--- src/rtl/fpu_pkg.sv ---
// Shared single-precision FPU types and constants.
// Imported by the shared-multiplier arbiter and its datapath.
package fpu_pkg;

  typedef struct packed {
    logic        s;
    logic [7:0]  e;
    logic [22:0] m;
  } fp32_t;

  localparam logic [31:0] FP32_ONE = 32'h3F800000;

  localparam int MAX_REQ = 4;
  localparam int TAG_W   = $clog2(MAX_REQ);

  typedef logic [TAG_W-1:0] req_tag_t;

endpackage

--- src/rtl/fmul_new_total.sv ---
// Combinational fp32 multiplier, round-to-nearest-even.
// Zero/denormal inputs and underflow flush to signed zero.
module fmul_new_total
  import fpu_pkg::*;
(
  input  logic [31:0] a_i,
  input  logic [31:0] b_i,
  output logic [31:0] y_o
);

  localparam logic [9:0] BIAS = {2'b00, FP32_ONE[30:23]};

  fp32_t       a;
  fp32_t       b;
  logic        sgn;
  logic [47:0] p;
  logic [9:0]  ex;
  logic [22:0] mn;
  logic        g;
  logic        st;
  logic        rnd;
  logic [23:0] mr;

  always_comb begin
    a   = a_i;
    b   = b_i;
    sgn = a.s ^ b.s;
    p   = 48'({1'b1, a.m}) * 48'({1'b1, b.m});
    ex  = {2'b00, a.e} + {2'b00, b.e};
    if (p[47]) begin
      mn = p[46:24];
      g  = p[23];
      st = |p[22:0];
      ex = ex + 10'd1;
    end else begin
      mn = p[45:23];
      g  = p[22];
      st = |p[21:0];
    end
    rnd = g & (st | mn[0]);
    mr  = {1'b0, mn} + {23'd0, rnd};
    // a mantissa carry leaves mr[22:0] zero, so only the exponent moves
    if (mr[23]) ex = ex + 10'd1;
    if (a.e == 8'd0 || b.e == 8'd0 || ex <= BIAS) begin
      y_o = {sgn, 31'd0};
    end else if (ex >= BIAS + 10'd255) begin
      y_o = {sgn, 8'hFF, 23'd0};
    end else begin
      y_o = {sgn, 8'(ex - BIAS), mr[22:0]};
    end
  end

endmodule

--- src/rtl/fmul_rr_arb.sv ---
// Combinational round-robin picker; search starts at rr_ptr_i.
// The pointer register lives in the parent.
module fmul_rr_arb #(
  parameter int NREQ = 2,
  parameter int IDW  = $clog2(NREQ)
) (
  input  logic [NREQ-1:0] req_valid_i,
  input  logic [IDW-1:0]  rr_ptr_i,
  input  logic            en_i,
  output logic [NREQ-1:0] gnt_o,
  output logic [IDW-1:0]  gnt_id_o,
  output logic            any_o
);

  logic [IDW-1:0] idx;

  always_comb begin
    gnt_o    = '0;
    gnt_id_o = '0;
    any_o    = 1'b0;
    idx      = '0;
    for (int k = 0; k < NREQ; k++) begin
      idx = IDW'((int'(rr_ptr_i) + k) % NREQ);
      if (en_i && !any_o && req_valid_i[idx]) begin
        any_o      = 1'b1;
        gnt_id_o   = idx;
        gnt_o[idx] = 1'b1;
      end
    end
  end

endmodule

--- src/rtl/fmul_share_arb.sv ---
// One fp32 multiplier shared by NREQ requesters through a
// round-robin grant and a fixed-latency, globally stalled pipe.
module fmul_share_arb #(
  parameter int NREQ       = 2,
  parameter int PIPE_DEPTH = 2,
  parameter int IDW        = $clog2(NREQ)
) (
  input  logic                  clk,
  input  logic                  rst,
  input  logic [NREQ-1:0]       req_valid,
  output logic [NREQ-1:0]       req_ready,
  input  logic [NREQ-1:0][31:0] req_a,
  input  logic [NREQ-1:0][31:0] req_b,
  output logic [NREQ-1:0]       resp_valid,
  input  logic [NREQ-1:0]       resp_ready,
  output logic [31:0]           resp_data,
  output logic                  busy
);

  localparam int L = PIPE_DEPTH - 1;

  logic [PIPE_DEPTH-1:0] v_q;
  logic [IDW-1:0]        tag_q [PIPE_DEPTH];
  logic [31:0]           a_q;
  logic [31:0]           b_q;
  logic [31:0]           res_q [1:L];
  logic [IDW-1:0]        rr_ptr_q;
  logic [IDW-1:0]        rr_ptr_d;

  logic                  stall;
  logic [NREQ-1:0]       gnt;
  logic [IDW-1:0]        gid;
  logic                  any;
  logic [31:0]           prod;

  assign stall = v_q[L] && !resp_ready[tag_q[L]];

  fmul_rr_arb #(
    .NREQ (NREQ),
    .IDW  (IDW)
  ) u_arb (
    .req_valid_i (req_valid),
    .rr_ptr_i    (rr_ptr_q),
    .en_i        (!stall && !rst),
    .gnt_o       (gnt),
    .gnt_id_o    (gid),
    .any_o       (any)
  );

  fmul_new_total u_fmul (
    .a_i (a_q),
    .b_i (b_q),
    .y_o (prod)
  );

  always_comb begin
    rr_ptr_d = rr_ptr_q;
    if (any) begin
      rr_ptr_d = (gid == IDW'(NREQ - 1)) ? '0 : gid + IDW'(1);
    end
  end

  always_ff @(posedge clk) begin
    if (rst) begin
      v_q      <= '0;
      rr_ptr_q <= '0;
      a_q      <= '0;
      b_q      <= '0;
      for (int s = 0; s < PIPE_DEPTH; s++) tag_q[s] <= '0;
      for (int s = 1; s < PIPE_DEPTH; s++) res_q[s] <= '0;
    end else if (!stall) begin
      v_q[0]   <= any;
      rr_ptr_q <= rr_ptr_d;
      if (any) begin
        tag_q[0] <= gid;
        a_q      <= req_a[gid];
        b_q      <= req_b[gid];
      end
      v_q[1] <= v_q[0];
      if (v_q[0]) begin
        tag_q[1] <= tag_q[0];
        res_q[1] <= prod;
      end
      // payloads only move with a valid so resp_data holds when idle
      for (int s = 2; s < PIPE_DEPTH; s++) begin
        v_q[s] <= v_q[s-1];
        if (v_q[s-1]) begin
          tag_q[s] <= tag_q[s-1];
          res_q[s] <= res_q[s-1];
        end
      end
    end
  end

  always_comb begin
    resp_valid = '0;
    for (int i = 0; i < NREQ; i++) begin
      resp_valid[i] = v_q[L] && (tag_q[L] == IDW'(i));
    end
  end

  assign req_ready = gnt;
  assign resp_data = res_q[L];
  assign busy      = |v_q;

endmodule

--- config.mk ---
export PLATFORM = sky130hd
export DESIGN_NAME = fmul_share_arb
export DESIGN_NICKNAME = d
export VERILOG_FILES = /design/src/rtl/fpu_pkg.sv /design/src/rtl/fmul_new_total.sv /design/src/rtl/fmul_rr_arb.sv /design/src/rtl/fmul_share_arb.sv
export SDC_FILE = /design/constraint.sdc
export NUM_CORES = 2
export LEC_CHECK = 0
export CORE_UTILIZATION = 52
export CTS_CLUSTER_SIZE = 28
export DETAILED_ROUTE_END_ITERATION = 10
export HOLD_SLACK_MARGIN = 0.15
export PLACE_DENSITY = 0.79
export SLEW_MARGIN = 30
export SYNTH_ARGS = -nofsm -noshare
export SYNTH_HDL_FRONTEND = slang
export SYNTH_SLANG_ARGS = --single-unit
--- constraint.sdc ---
create_clock -name clk -period 10.83 [get_ports clk]
set_input_delay 2.7075 -clock clk [delete_from_list [all_inputs] [get_ports clk]]
set_output_delay 2.7075 -clock clk [all_outputs]
set_load 0.1 [all_outputs]
==> impl_metrics.json <==
{
  "crit_type": "flop to flop",
  "postCtsResizedCells": 0,
  "tightest_slew_ns": 1.01,
  "syn_avg_cell_area_um2": 8.63,
  "worstPathRequired_ns": 11.05,
  "grt.met2_usage_pct": 48.2,
  "final_common_cell": "inv_1",
  "p_per_area_nw_per_um2": 291,
  "cp_slowest_cell": "dfxtp_1",
  "grt.met3_usage_pct": 5.84,
  "grt_util_all_layers_pct": 29.1,
  "synth-seq-cells": 101,
  "worstHoldPathType": "flop to flop",
  "tritoncts": "yes",
  "clk_path_buf_depth": 2,
  "wl_mm": 69.0,
  "p_total_w": 0.00830,
  "coreArea_um2": 49000,
  "grt.overflow.total": 0,
  "grt.busiest_layer": "met2",
  "final_cell_mix": "inv_1, fa_1, nand2_1",
  "ys.flop_type": "dfxtp_1",
  "synth.yosys.seq_area_share_pct": 9.17,
  "crit_top_cell": "fa_1",
  "grt_pass1_wl_mm": 115,
  "max_slew_margin_pct": 32.2,
  "yosys_warnings": 0,
  "placed_cell_area_um2": 28200,
  "post-cts-setup-buffers": 0,
  "area_growth_pct": 10.6,
  "cts.hold.buffers_added": 0,
  "netlist_area_um2": 25800,
  "grt_setup_unrepaired": "no",
  "cts_sinks": 101,
  "fillers": 4216,
  "critical_path.top_delay_family": "adder cells",
  "synthArstFlopShare_pct": 0,
  "synth_nets": 3788,
  "root_buffer": "clkbuf_16",
  "dpl.hpwl_mm": 58.1,
  "synth.distinct_cells": 89,
  "stdcell_count": 3742,
  "start_kind": "flop",
  "route.detailed.drc": 0,
  "hold_viol_final": 0,
  "whs_ns": 0.495,
  "grt_max_degree": 74,
  "status": "finished clean",
  "critPathMaxStageDelay_ns": 0.91,
  "dieArea_um2": 50400,
  "cp.arrival_ns": 10.54,
  "synth_enable_flop_cells": 34,
  "drive_gt1_share_pct": 4.19,
  "irDropWorstVdd_v": 0.000419,
  "viasPerCell": 5.52,
  "grt_pass1_vias": 21252,
  "ant_nets": 0,
  "cts.clk_slew.worst_paths_ns": 0.09,
  "start_util_pct": 52.6,
  "maxSlewViolCount": 0,
  "die_x_um": 225,
  "final_area_um2": 28500,
  "setup.worst_path.end_class": "flop",
  "worstSkewPairLatency_ns": 0.39,
  "cts_max_level": 3,
  "fin_crit_ns": 10.32,
  "fin_nets": 3876,
  "drv_cap": 0,
  "finClkSkew_ns": 0.0130,
  "rows": 81,
  "power.leakage_nw": 13.5,
  "setup_violations": 0,
  "fmax_ghz": 0.0969,
  "dp_cells": 3726,
  "num_vias": 20663,
  "num_antenna_cells": 0,
  "worst-path-buf-inv": 7,
  "drt_iter0_markers": 1537,
  "gp_congestion": 0.960,
  "die_h_um": 225,
  "worstPathMaxFanout": 22,
  "tns_ns": 0,
  "numCtsBuffers": 9,
  "io_pins": 171,
  "syn_inst": 2985,
  "io_buffers": 170,
  "antenna_found_initial": 1,
  "first_pass_iters": 5,
  "met1_usage_pct": 38.4,
  "fin_crit_sh_pct": 95.3,
  "post_drt_wl_per_cell_um": 18.4
}
[registers in the layout (all words and copies together), names as in the netlist]
register  cells
res_q        32
b_q          32
tag_q         2
v_q           2
rr_ptr_q      1
a_q          32
[final timing paths]
path	depth (start not counted)	slack (ns)	to	from
worst max-delay path	31	0.51	res_q[1][10]$_SDFFCE_PP0P_	a_q[7]$_SDFFE_PP0P_
worst min-delay path	2	0.49	b_q[15]$_SDFFE_PP0P_	b_q[15]$_SDFFE_PP0P_
worst max register to register	31	0.51	res_q[1][10]$_SDFFCE_PP0P_	a_q[7]$_SDFFE_PP0P_
worst min register to register	2	0.49	b_q[15]$_SDFFE_PP0P_	b_q[15]$_SDFFE_PP0P_
[Yosys cell counts, drive strengths merged (60+ instances only)]
library cell / instances / area share (%)
a21oi: 75 / 1.5
clkbuf: 124 / 1.8
o21ai: 125 / 2.5
ha: 186 / 9.0
inv: 604 / 8.8
and2: 253 / 6.1
dfxtp: 67 / 5.2
nand2: 358 / 5.2
mux2i: 68 / 2.6
nand3b: 67 / 2.0
nor2: 133 / 2.0
xnor2: 60 / 2.0
fa: 483 / 38
[worst min-delay path: stages, from the launching register on]
cell and delay, ns:
dfxtp_1 0.33, nand3b_1 0.07, o21ai_0 0.06
[kinds of logic after synthesis]
logic type	share of synthesized area (%)
AO/OA/AOI/OAI	8.06
AND/OR/NAND/NOR	18.8
flip-flops	9.17
adder cells (fa/ha/maj)	46.6
buffers and inverters	11.4
XOR/XNOR	3.16
multiplexers	2.85
[power breakdown]
| part | internal (W) | switching (W) |
|---|---|---|
| registers | 0.000455 | 0.000102 |
| clock network | 0.000164 | 0.000183 |
| logic | 0.00265 | 0.00475 |
[routing by layer]
metal / up-vias / part of all wire, %
li1: 9407 / -
met1: 10170 / 40
met2: 943 / 48
met3: 139 / 9.0
met4: 4 / 3.3
met5: - / 0.039
[metrics by stage]
step	utilization (%)	worst slack (ns)
CTS	58.2	0.644
global route	58.2	0.0788
detailed placement	57.6	0.711
finish	58.2	0.514
floorplan	-	1.19
global placement	57.6	0.949
[cell type report]
class                           instances  area, µm²  area share, %
Multi-Input combinational cell       2115      20500           71.9
Tap cell                              664        831           2.91
Clock buffer                            9        225          0.790
Timing Repair Buffer                  239       2240           7.87
Clock inverter                          7       73.8          0.259
Inverter                              607       2280           7.99
Sequential cell                       101       2370           8.31
Note: power is estimated with default switching activity, not from simulation.
